`src/rtl/instruction_fetch_pkg.sv`:
```
// Shared fetch-stage definitions: FSM state encoding and the default
// address/instruction widths also used by program_counter and decode.
package instruction_fetch_pkg;

  localparam int unsigned IF_ADDR_WIDTH  = 16;
  localparam int unsigned IF_INSTR_WIDTH = 32;

  typedef enum logic [1:0] {
    ST_IDLE  = 2'd0,
    ST_FETCH = 2'd1,
    ST_DRAIN = 2'd2,
    ST_HOLD  = 2'd3
  } fetch_state_e;

endpackage

```
`src/rtl/instruction_fetch_ifid_reg.sv`:
```
// IF/ID pipeline register: clear drops the valid bit, load captures a new
// instruction and its address, otherwise every field holds.
module ifid_reg
  import instruction_fetch_pkg::*;
#(
  parameter int unsigned ADDR_WIDTH  = IF_ADDR_WIDTH,
  parameter int unsigned INSTR_WIDTH = IF_INSTR_WIDTH
) (
  input  logic                   clk,
  input  logic                   reset_n,
  input  logic                   clear,
  input  logic                   load,
  input  logic [INSTR_WIDTH-1:0] load_instr,
  input  logic [ADDR_WIDTH-1:0]  load_pc,
  output logic                   valid,
  output logic [INSTR_WIDTH-1:0] instr,
  output logic [ADDR_WIDTH-1:0]  pc,
  output logic [ADDR_WIDTH-1:0]  pc_plus1
);

  logic                   valid_q, valid_d;
  logic [INSTR_WIDTH-1:0] instr_q, instr_d;
  logic [ADDR_WIDTH-1:0]  pc_q, pc_d;
  logic [ADDR_WIDTH-1:0]  pc_plus1_q, pc_plus1_d;

  always_comb begin
    valid_d    = valid_q;
    instr_d    = instr_q;
    pc_d       = pc_q;
    pc_plus1_d = pc_plus1_q;
    if (clear) begin
      valid_d = 1'b0;
    end else if (load) begin
      valid_d    = 1'b1;
      instr_d    = load_instr;
      pc_d       = load_pc;
      pc_plus1_d = load_pc + ADDR_WIDTH'(1);
    end else begin
      valid_d = valid_q;
    end
  end

  always_ff @(posedge clk or negedge reset_n) begin
    if (!reset_n) begin
      valid_q    <= 1'b0;
      instr_q    <= '0;
      pc_q       <= '0;
      pc_plus1_q <= ADDR_WIDTH'(1);
    end else begin
      valid_q    <= valid_d;
      instr_q    <= instr_d;
      pc_q       <= pc_d;
      pc_plus1_q <= pc_plus1_d;
    end
  end

  assign valid    = valid_q;
  assign instr    = instr_q;
  assign pc       = pc_q;
  assign pc_plus1 = pc_plus1_q;

endmodule

```
`src/rtl/instruction_fetch.sv`:
```
// Fetch stage: PC update, imem req/ack handshake, redirect drain and IF/ID load.
// Define IFETCH_SKID_EN to capture stalled responses in a 1-entry skid buffer.
module instruction_fetch
  import instruction_fetch_pkg::*;
#(
  parameter int unsigned ADDR_WIDTH  = IF_ADDR_WIDTH,
  parameter int unsigned INSTR_WIDTH = IF_INSTR_WIDTH
) (
  input  logic                   clk,
  input  logic                   reset_n,
  input  logic [ADDR_WIDTH-1:0]  pc_cur,
  output logic [ADDR_WIDTH-1:0]  pc_next,
  output logic                   pc_write,
  output logic                   imem_req,
  output logic [ADDR_WIDTH-1:0]  imem_addr,
  input  logic                   imem_ack,
  input  logic [INSTR_WIDTH-1:0] imem_rdata,
  input  logic                   stall,
  input  logic                   flush,
  input  logic                   branch_taken,
  input  logic [ADDR_WIDTH-1:0]  branch_target,
  output logic                   ifid_valid,
  output logic [INSTR_WIDTH-1:0] ifid_instr,
  output logic [ADDR_WIDTH-1:0]  ifid_pc,
  output logic [ADDR_WIDTH-1:0]  ifid_pc_plus1
);

  fetch_state_e           state_q, state_d;
  logic [ADDR_WIDTH-1:0]  req_addr_q, req_addr_d;
  logic [ADDR_WIDTH-1:0]  imem_addr_q, imem_addr_d;
  logic                   imem_req_q, imem_req_d;
  logic [ADDR_WIDTH-1:0]  seq_addr_s;
  logic                   ifid_load_s, ifid_clear_s;
  logic [INSTR_WIDTH-1:0] ifid_load_instr_s;
  logic [ADDR_WIDTH-1:0]  ifid_load_pc_s;
`ifdef IFETCH_SKID_EN
  logic [INSTR_WIDTH-1:0] skid_instr_q, skid_instr_d;
  logic [ADDR_WIDTH-1:0]  skid_pc_q, skid_pc_d;
`endif

  assign seq_addr_s = req_addr_q + ADDR_WIDTH'(1);

  // req_addr is the next address to fetch; imem_addr_q keeps the outstanding one in DRAIN.
  always_comb begin
    state_d           = state_q;
    req_addr_d        = req_addr_q;
    imem_addr_d       = imem_addr_q;
    imem_req_d        = imem_req_q;
    pc_write          = 1'b0;
    pc_next           = req_addr_q;
    ifid_load_s       = 1'b0;
    ifid_load_instr_s = imem_rdata;
    ifid_load_pc_s    = req_addr_q;
`ifdef IFETCH_SKID_EN
    skid_instr_d      = skid_instr_q;
    skid_pc_d         = skid_pc_q;
`endif
    if (branch_taken) begin
      pc_write   = 1'b1;
      pc_next    = branch_target;
      req_addr_d = branch_target;
      case (state_q)
        ST_FETCH, ST_DRAIN: begin
          if (imem_ack) begin
            state_d     = ST_FETCH;
            imem_addr_d = branch_target;
          end else begin
            state_d     = ST_DRAIN;
          end
        end
        default: begin
          state_d     = ST_FETCH;
          imem_req_d  = 1'b1;
          imem_addr_d = branch_target;
        end
      endcase
    end else begin
      case (state_q)
        ST_IDLE: begin
          state_d     = ST_FETCH;
          req_addr_d  = pc_cur;
          imem_addr_d = pc_cur;
          imem_req_d  = 1'b1;
        end
        ST_FETCH: begin
          if (imem_ack && !flush && !stall) begin
            ifid_load_s = 1'b1;
            pc_write    = 1'b1;
            pc_next     = seq_addr_s;
            req_addr_d  = seq_addr_s;
            imem_addr_d = seq_addr_s;
`ifdef IFETCH_SKID_EN
          end else if (imem_ack && !flush) begin
            skid_instr_d = imem_rdata;
            skid_pc_d    = req_addr_q;
            pc_write     = 1'b1;
            pc_next      = seq_addr_s;
            req_addr_d   = seq_addr_s;
            imem_addr_d  = seq_addr_s;
            imem_req_d   = 1'b0;
            state_d      = ST_HOLD;
`endif
          end else begin
            // No ack, or a flushed/stalled ack: the same address is requested again.
            state_d = ST_FETCH;
          end
        end
        ST_DRAIN: begin
          if (imem_ack) begin
            state_d     = ST_FETCH;
            imem_addr_d = req_addr_q;
          end else begin
            state_d     = ST_DRAIN;
          end
        end
`ifdef IFETCH_SKID_EN
        ST_HOLD: begin
          if (flush) begin
            state_d     = ST_FETCH;
            imem_req_d  = 1'b1;
            imem_addr_d = req_addr_q;
          end else if (stall) begin
            state_d     = ST_HOLD;
          end else begin
            ifid_load_s       = 1'b1;
            ifid_load_instr_s = skid_instr_q;
            ifid_load_pc_s    = skid_pc_q;
            state_d           = ST_FETCH;
            imem_req_d        = 1'b1;
            imem_addr_d       = req_addr_q;
          end
        end
`endif
        default: begin
          state_d    = ST_IDLE;
          imem_req_d = 1'b0;
        end
      endcase
    end
    // An unstalled cycle with nothing to load leaves a bubble in IF/ID.
    ifid_clear_s = branch_taken | flush | (!stall & !ifid_load_s);
  end

  always_ff @(posedge clk or negedge reset_n) begin
    if (!reset_n) begin
      state_q     <= ST_IDLE;
      req_addr_q  <= '0;
      imem_addr_q <= '0;
      imem_req_q  <= 1'b0;
    end else begin
      state_q     <= state_d;
      req_addr_q  <= req_addr_d;
      imem_addr_q <= imem_addr_d;
      imem_req_q  <= imem_req_d;
    end
  end

`ifdef IFETCH_SKID_EN
  always_ff @(posedge clk or negedge reset_n) begin
    if (!reset_n) begin
      skid_instr_q <= '0;
      skid_pc_q    <= '0;
    end else begin
      skid_instr_q <= skid_instr_d;
      skid_pc_q    <= skid_pc_d;
    end
  end
`endif

  assign imem_req  = imem_req_q;
  assign imem_addr = imem_addr_q;

  ifid_reg #(
    .ADDR_WIDTH (ADDR_WIDTH),
    .INSTR_WIDTH(INSTR_WIDTH)
  ) u_ifid_reg (
    .clk       (clk),
    .reset_n   (reset_n),
    .clear     (ifid_clear_s),
    .load      (ifid_load_s),
    .load_instr(ifid_load_instr_s),
    .load_pc   (ifid_load_pc_s),
    .valid     (ifid_valid),
    .instr     (ifid_instr),
    .pc        (ifid_pc),
    .pc_plus1  (ifid_pc_plus1)
  );

endmodule

```
`config.mk`:
```
export PLATFORM = sky130hd
export DESIGN_NAME = instruction_fetch
export DESIGN_NICKNAME = d
export VERILOG_FILES = /design/src/rtl/instruction_fetch_pkg.sv /design/src/rtl/instruction_fetch_ifid_reg.sv /design/src/rtl/instruction_fetch.sv
export SDC_FILE = /design/constraint.sdc
export NUM_CORES = 1
export LEC_CHECK = 0
export ABC_AREA = 1
export CELL_PAD_IN_SITES_DETAIL_PLACEMENT = 1
export CELL_PAD_IN_SITES_GLOBAL_PLACEMENT = 2
export CORE_ASPECT_RATIO = 2
export CORE_MARGIN = 2
export CORE_UTILIZATION = 25
export DETAILED_ROUTE_END_ITERATION = 10
export GPL_ROUTABILITY_DRIVEN = 0
export HOLD_SLACK_MARGIN = 0.1
export PLACE_DENSITY = 0.91
export SETUP_SLACK_MARGIN = 0.5
export SLEW_MARGIN = 20
export SYNTH_ARGS = -nofsm -noshare
export SYNTH_HDL_FRONTEND = slang
export SYNTH_SLANG_ARGS = --single-unit
```
`constraint.sdc`:
```
create_clock -name clk -period 2.6 [get_ports clk]
set_clock_uncertainty 0.15 [all_clocks]
set_input_delay 0.26 -clock clk [delete_from_list [all_inputs] [get_ports clk]]
set_output_delay 0.26 -clock clk [all_outputs]
set_load 0.1 [all_outputs]
```
# After elaboration in Yosys (flattened, before gate mapping)
# Cells that the tools add are included.
word_totals:
  input_bits: 70
  out_inout_bits: 99
  regBits: 100
  elab_cells: 56
op_classes:
  reduce_logical: 12
  bitwise: 4
  muxes: 25
  n_addsub: 1
  eq_ne: 6
op_table:
  columns: ["op", "n"]
  rows:
  - ["$mux 16", 9]
  - ["$pmux 16 s3", 1]
  - ["$pmux 16 s2", 1]
  - ["$add 16x1->16 const B", 1]
  - ["$ne 3x3->1 const B", 4]
  - ["$mux 1", 8]
  - ["$mux 2", 4]
  - ["$pmux 2 s3", 1]
  - ["$reduce_and 4->1", 1]
  - ["$reduce_bool 4->1", 1]
  - ["$logic_not 1->1", 3]
  - ["$reduce_bool 3->1", 1]
  - ["$eq 2x1->1 const B", 1]
  - ["$eq 2x2->1 const B", 1]
  - ["$logic_and 1x1->1", 2]
  - ["$logic_not 2->1", 1]
  - ["$or 1x1->1", 2]
  - ["$pmux 1 s2", 1]
  - ["$reduce_and 2->1", 1]
  - ["$reduce_bool 2->1", 1]
  - ["$reduce_or 2->1", 1]
  - ["$and 1x1->1", 1]
  - ["$not 1->1", 1]

# Depth between registers and ports, before layout
# Gate-level depths: netlist (run 1).
logic_depth:
  ltp_word: 11
  mapped_depth: 12
  depth_no_buf: 12

# By module
# A second synthesis (run 1) with hierarchy kept.
hier_totals:
  hier_cells: 845
  area_unflattened_um2: 5825.6
modules_own_cells:
  columns: ["mod", "n_inst", "cells_each", "seq_area_each_um2", "area_per_inst_um2"]
  rows:
  - ["instruction_fetch", 1, 501, 875.8, 3015.4]
  - ["ifid_reg", 1, 344, 1627.8, 2810.2]

# Worst setup path before layout (run 1)
# No wires, ideal clock.
synth_timing:
  path_kind: "register -> output"
  start: "register state_q[1]"
  end: "output pc_write"
  slack_ns: -0.969
  arrival_ns: 3.159
  path_stages_with_launch: 7
  path_buffers: 2
  t_required_ns: 2.190
  cell_sequence: "dfrtp_1 inv_1 ha_1 inv_1 buf_2 clkbuf_1 o21ai_0"
synth_via:
  elab_chain_cells: 3
synth_rtl:
  columns: ["element", "line_no", "text"]
  rows:
  - ["start, declared", "instruction_fetch.sv:28", "fetch_state_e state_q, state_d;"]
  - ["start signal, assigned", "instruction_fetch.sv:151", "state_q <= state_d;"]
  - ["$eq 2x1->1", "instruction_fetch.sv:78", "case (state_q)"]
  - ["$mux 1", "instruction_fetch.sv:78", null]
  - ["$mux 1", "instruction_fetch.sv:58", "if (branch_taken) begin"]
  - ["end, declared", "instruction_fetch.sv:13", "output logic pc_write,"]
# No other way between the ends.

# Worst setup path after layout (run 1)
layout_timing:
  start: "register req_addr_q[0] (netlist: ifid_load_pc_s[0])"
  end: "output pc_next[2]"
layout_via:
  elab_chain_cells: 4
layout_rtl:
  columns: ["element", "line_no", "text"]
  rows:
  - ["start, declared", "instruction_fetch.sv:29", "logic [ADDR_WIDTH-1:0] req_addr_q, req_addr_d;"]
  - ["start signal, assigned", "instruction_fetch.sv:152", "req_addr_q <= req_addr_d;"]
  - ["$add 16x1->16", "instruction_fetch.sv:41", "assign seq_addr_s = req_addr_q + ADDR_WIDTH'(1);"]
  - ["$mux 16", "instruction_fetch.sv:86", "if (imem_ack && !flush && !stall) begin"]
  - ["$mux 16", "instruction_fetch.sv:78", null]
  - ["$mux 16", "instruction_fetch.sv:58", null]
  - ["end, declared", "instruction_fetch.sv:12", "output logic [ADDR_WIDTH-1:0] pc_next,"]
# No other way between the ends.

==> summary.txt, run 1 <==
Floorplanning
  – Number of I/O pins: ~170
  – Die footprint: 23,200 µm²
  – Die height: approximately 210 µm
  – Starting density of the core: 0.254
  – Row cnt: between 70 and 80
  – Die width: 109 µm
  – CORE AREA: 21,600 µm²

Routing
  – WL per Instance: approximately 22 µm
  – Vias per cell: 5.00
  – Detailed Routing Iterations Pass 1: 5
  – Via count: 6,447
  – Post-Route WL: around 28,000 µm
  – Number of DRC markers in iteration 0: 366
  – DRT antenna net count: 0
  – DRC violations left: 0

Timing
  – Hold_ws: roughly 0.24 ns
  – Max Freq: roughly 0.4 GHz
  – Final Max Tran Viols: 0
  – Final setup fails: 0
  – Final Hold Violating Endpoints: 0
  – Fin crit period: between 2 and 3 ns
  – Max_slew headroom: 0.694
  – Slew @ Worst Pin: 0.458 ns
  – RSZ-0062 raised after global routing: yes
  – Fin crit share: 0.984
  – Setup WS post-layout: roughly 0.041 ns

CTS
  – H-tree lvl count: 3
  – Root Buffer: clkbuf_16
  – Clock Sinks: 100
  – CTS buffer count: 9
  – Register clock-pin slew on the reported worst setup and hold paths: roughly 0.07 ns
  – Clk_lat worst skew: around 0.37 ns
  – CTS Buffer Depth: 2
  – CTS tree: yes

Synth
  – Syn nets: roughly 830
  – Share of flip-flops with an asynchronous set or reset: 1.00
  – Number of synthesized flops with an enable pin: 0
  – Post-Synth Simple-Gate Area: 0.302
  – Compound-Gate Fraction of Synth Area: 0.151
  – #FFs+latches synth: 100
  – Avg Cell Area, Syn: 7.23 µm²
  – Commonest register cell after synthesis: dfrtp_1
  – Synthesized area: roughly 5500 µm²
  – Mux share of post-synthesis cell area: 0
  – XOR/XNOR share of the synthesized area: 0.00798
  – Area contributors post-synth: dfrtp_1 (45%), nand2_1 (21%), o21ai_0 (6.2%), nor2_1 (4.7%), a21oi_1 (4.5%)
  – Leading area contributor after synthesis: dfrtp_1
  – Synth warn: 0
  – Sequential area share after synthesis: 0.456
  – Synth Instances: about 760
  – Post-synthesis cell type count: 38
  – Share of the synthesized area in the top cell type: 0.452
  – Combinational family with the most area after synthesis: simple AND/OR/NAND/NOR gates
  – Adder-cell share of the synthesized area: 0.0114

Global route
  – GRT Residual Overflow: 0
  – Largest net degree at the start of global routing: just over 90
  – Total track usage: 0.221
  – Vias in the first global route: between 6,000 and 7,000
  – Initial antenna violation count: 0
  – Global-route wire length before repair: 37,400 µm

Power and ir drop
  – Switch share: 0.601
  – Comb power frac: 0.688
  – Power Density: approximately 1400 nW/µm²
  – Pint: about 5.2 mW
  – P_sw: a little under 8 mW
  – Peak supply drop: between 0.8 and 0.9 mV
  – Leakage: ~4.4 nW
  – Power share of the clock group: 0.108
  – Register share of total power: 0.204

Final layout
  – Share of post-route cells with drive strength above 1: 0.341
  – Final core occ: 0.421
  – Nets@finish: roughly 1,100
  – Fillers: between 2,000 and 3,000
  – P&R area growth vs syn: 65.5%
  – Ant diodes: 0

Job
  – Max Cap Violations: 0

Outcome
  – Status: finished, final reports clean

Setup path
  – Crit end category: output port
  – WP data required: approximately 2.2 ns
  – CP Class: flip-flop to output port
  – Worst Path Max Fanout: 3
  – Startpoint types: flip-flop
  – Crit path arrival time: about 2.2 ns

Min path
  – Worst hold-check path type: input pin to async pin

Place
  – Buffers on Ports: about 170
  – DP Worst Slack: 0.247 ns
  – DP Wirelength: roughly 18,000 µm
-- Yosys cell counts, drive strengths merged, types with 2 or more instances --
cell type,count
a21boi,2
a21oi,52
a31oi,10
buf,24
clkbuf,17
dfrtp,99
ha,5
inv,47
nand2,308
nand3,20
nand4,3
nor2,76
o211ai,5
o21ai,78
xor2,4
-- power groups by stage --
stage	logic, mW	registers, mW	clock network, mW
after floorplan	1.78	6.58	0
after global placement	7.89	2.64	0
after detailed placement	7.96	2.65	0
after CTS	8.42	2.64	1.43
after global routing	9.22	2.72	1.49
final	8.92	2.65	1.41
-- area by class of cell --
type | instances | area (µm²) | share of cell area
Clock buffer | 14 | 254 | 0.0280
Clock inverter | 2 | 37.5 | 0.00413
Inverter | 48 | 218 | 0.0240
Multi-Input combinational cell | 571 | 3000 | 0.330
Sequential cell | 100 | 2510 | 0.277
Tap cell | 273 | 342 | 0.0376
Timing Repair Buffer | 278 | 2670 | 0.294
Timing Repair inverter | 3 | 43.8 | 0.00482
-- layer usage --
layer  wire [µm]  global-route usage
met5           0                   0
met4        2530               0.187
met3        1270              0.0301
met2       15200               0.410
met1        8810               0.208
-- critical path, stage by stage, from the launching register on --
cell	delay (ns)
dfrtp_1	0.42
ha_4	0.19
buf_4	0.13
xnor2_1	0.23
nand2_1	0.09
o211ai_1	0.14
o21ai_0	0.17
nand2_1	0.13
nand2_2	0.09
buf_12	0.18
-- final timing paths --
path / end / slack, ns / startpoint / cells past startpoint
worst max-delay path: pc_next[2] / 0.04 / ifid_load_pc_s[0]$_DFFE_PN0P_ / 9
worst min-delay path: u_ifid_reg.pc_plus1[14]$_DFFE_PN0P_ / 0.24 / reset_n / 2
worst max register to register: ifid_load_pc_s[1]$_DFFE_PN0P_ / 0.12 / ifid_load_pc_s[1]$_DFFE_PN0P_ / 15
worst min register to register: u_ifid_reg.instr[17]$_DFFE_PN0P_ / 0.33 / u_ifid_reg.instr[17]$_DFFE_PN0P_ / 2
max in group asynchronous: ifid_load_pc_s[11]$_DFFE_PN0P_ / 1.26 / reset_n / 3
min in group clk: u_ifid_reg.instr[9]$_DFFE_PN0P_ / 0.27 / imem_rdata[9] / 3
-- through the flow --
stage	total power, mW	TNS, ns	cells	instance area [µm²]
detailed placement	10.6	0	1191	7580
finish	13.0	0	1289	9080
floorplan	8.36	0	759	5540
global route	13.4	-0.122	1289	9080
global placement	10.5	0	1191	7580
CTS	12.5	0	1260	8500
-- placed cells by master, fill, tap and decap left out, drive strengths merged, types with 2 or more instances in the layout --
cell type,netlist,layout
dfrtp,99,99
clkbuf,17,18
nand3,20,20
clkinv,1,2
a31oi,10,10
clkinvlp,0,4
a21boi,2,2
nand4,3,3
ha,5,5
nor2,76,76
xor2,4,4
o21ai,78,78
buf,24,204
a21oi,52,52
dlygate4sd3,0,2
nand2,308,309
o211ai,5,5
clkdlybuf4s50,0,67
inv,47,46
-- state kept, by name, summed over array words and instances, names as in the netlist --
register and count:
u_ifid_reg.valid 1, imem_req 1, u_ifid_reg.instr 32, ifid_load_pc_s 16
u_ifid_reg.pc 16, u_ifid_reg.pc_plus1 16, imem_addr 16, state_q 2
-- logic make-up after synthesis --
| kind of cell | count (synthesis) |
|---|---|
| and+or+nand+nor | 409 |
| AOI/OAI and AO/OA | 151 |
| DFF | 100 |
| buffers and inverters | 89 |
| xor gates and xnor gates | 5 |
| adders and majority gates | 5 |
-- repair_timing --
action,in CTS,in global routing
setup buffers,48,25
cloned,3,4
setup endpoints to repair,34,70
pin swaps,24,33
hold buffers,2,0
resized for setup,73,92
hold endpoints to repair,28,0
Power figures use the tool's default switching activity.
==> run 2, diff against run 1 <==
--- a/config.mk
+++ b/config.mk
@@ -8,7 +8,7 @@
 export ABC_AREA = 1
 export CELL_PAD_IN_SITES_DETAIL_PLACEMENT = 1
 export CELL_PAD_IN_SITES_GLOBAL_PLACEMENT = 2
-export CORE_ASPECT_RATIO = 2
+export CORE_ASPECT_RATIO = 0.7
 export CORE_MARGIN = 2
 export CORE_UTILIZATION = 25
 export DETAILED_ROUTE_END_ITERATION = 10
==> summary.txt, run 2 (synthesis gave the netlist of run 1 again) <==
Timing
  – Final Max Tran Viols: 0
  – Max_slew headroom: 0.595
  – RSZ-0062 raised after global routing: yes
  – Final Hold Violating Endpoints: 0
  – Fin crit share: 0.979
  – Slew @ Worst Pin: 0.608 ns
  – Max Freq: approximately 0.39 GHz
  – Fin crit period: 2.54 ns
  – Final setup fails: 0

CTS
  – H-tree lvl count: 3
  – CTS tree: yes
  – CTS Buffer Depth: 2
  – Register clock-pin slew on the reported worst setup and hold paths: 0.08 ns
  – Clock Sinks: 100
  – Clk_lat worst skew: ~0.36 ns
  – CTS buffer count: 9
  – Root Buffer: clkbuf_16

Final layout
  – Share of post-route cells with drive strength above 1: 0.316
  – Design Area, Final: approximately 8900 µm²
  – Nets@finish: around 1,100
  – Final core occ: 0.411
  – Most common cell after layout, fill and taps aside: nand2_1
  – Ant diodes: 0
  – P&R area growth vs syn: 61.8%
  – Most frequent cells in the layout: nand2_1 (268), buf_4 (140), dfrtp_1 (88), clkdlybuf4s50_1 (65), nor2_1 (61)
  – Max FFs per register: 32

Setup path
  – Startpoint types: flip-flop
  – WP data required: ~2.2 ns
  – Worst Path Max Fanout: 3
  – Crit path arrival time: 2.13 ns
  – Crit end category: output port
  – CP Class: flip-flop to output port

Global route
  – Initial antenna violation count: 0
  – GRT Residual Overflow: 0
  – Total track usage: 0.207
  – Largest net degree at the start of global routing: between 100 and 150
  – Global-route wire length before repair: around 37,000 µm
  – Vias in the first global route: 6,251

Job
  – Max Cap Violations: 0

Floorplanning
  – CORE AREA: around 22,000 µm²
  – Row cnt: 45
  – Die footprint: 23,200 µm²
  – Number of I/O pins: 169
  – Starting density of the core: 0.254
  – Die width: around 180 µm
  – Die height: roughly 130 µm

Outcome
  – Status: finished, final reports clean

Power and ir drop
  – Pwr Total: approximately 13 mW
  – Leakage: roughly 4.3 nW
  – Peak supply drop: slightly above 1 mV
  – Power Density: approximately 1400 nW/µm²

Place
  – Area post-placement: about 7600 µm²
  – Buffers on Ports: between 150 and 200
  – DP Wirelength: ~16,000 µm

Routing
  – Detailed Routing Iterations Pass 1: 4
  – Via count: around 6,300
  – Vias per cell: a little under 5
  – Number of DRC markers in iteration 0: 464
  – WL per Instance: 19.8 µm
  – Post-Route WL: around 25,000 µm
  – DRT antenna net count: 0
  – DRC violations left: 0

Min path
  – Worst hold-check path type: input pin to flip-flop
## run 2: cell type report
cell class | count | area (µm²)
Fill cell | 2622 | 12700
Timing Repair inverter | 2 | 27.5
Clock inverter | 5 | 67.6
Clock buffer | 11 | 243
Tap cell | 282 | 353
Timing Repair Buffer | 249 | 2480
Multi-Input combinational cell | 571 | 2980
Inverter | 48 | 208
Sequential cell | 100 | 2520
## run 2: what timing repair did
| item | in CTS | in global routing |
|---|---|---|
| hold buffers | 2 | 0 |
| cloned | 4 | 3 |
| pin swaps | 7 | 27 |
| buffers inserted | 25 | 26 |
| hold endpoints to repair | 100 | 0 |
| setup endpoints to repair | 35 | 64 |
| resized for setup | 59 | 76 |
## run 2: worst max-delay path, stage by stage (launching register included)
cell and delay (ns):
dfrtp_1 0.43, ha_4 0.21, nand3_4 0.10, nor2_4 0.19, buf_4 0.14, xor2_2 0.16
nand2_1 0.07, nand2_1 0.08, o21ai_0 0.08, nand2_1 0.08, nand2_2 0.06, buf_12 0.16
## run 2: final timing paths
check / startpoint / to / slack (ns) / cells past startpoint
setup / recovery: ifid_load_pc_s[1]$_DFFE_PN0P_ / pc_next[6] / 0.06 / 11
hold / removal: stall / u_ifid_reg.valid$_DFFE_PN0P_ / 0.18 / 3
setup reg to reg: state_q[1]$_DFFE_PN0P_ / u_ifid_reg.pc_plus1[11]$_DFFE_PN0P_ / 0.44 / 9
hold reg to reg: u_ifid_reg.pc_plus1[3]$_DFFE_PN0P_ / u_ifid_reg.pc_plus1[3]$_DFFE_PN0P_ / 0.33 / 2
max in group asynchronous: reset_n / ifid_load_pc_s[10]$_DFFE_PN0P_ / 1.43 / 3
min in group asynchronous: reset_n / imem_addr[2]$_DFFE_PN0P_ / 0.37 / 3
## run 2: stage by stage
step                      cells  hold WS, ns  TNS [ns]  worst slack, ns
after floorplan             759       -0.186         0            0.306
final                      1268        0.177         0           0.0551
after CTS                  1239        0.155         0            0.121
after detailed placement   1192        0.241         0            0.201
after global placement     1192        0.240         0            0.225
after global routing       1268        0.203    -0.180          -0.0408
## run 2: layer usage
metal | GRT usage | vias up | wire length (µm)
li1 | - | 2877 | -
met3 | 0.0585 | 34 | 1640
met1 | 0.299 | 3123 | 12300
met4 | 0.0516 | 0 | 497
met2 | 0.305 | 231 | 10600
met5 | 0 | - | 0
## run 2: report_power, final
group | internal (mW) | switching, mW
logic | 2.09 | 6.55
clock network | 0.791 | 0.679
registers | 2.19 | 0.457
total | 5.07 | 7.68
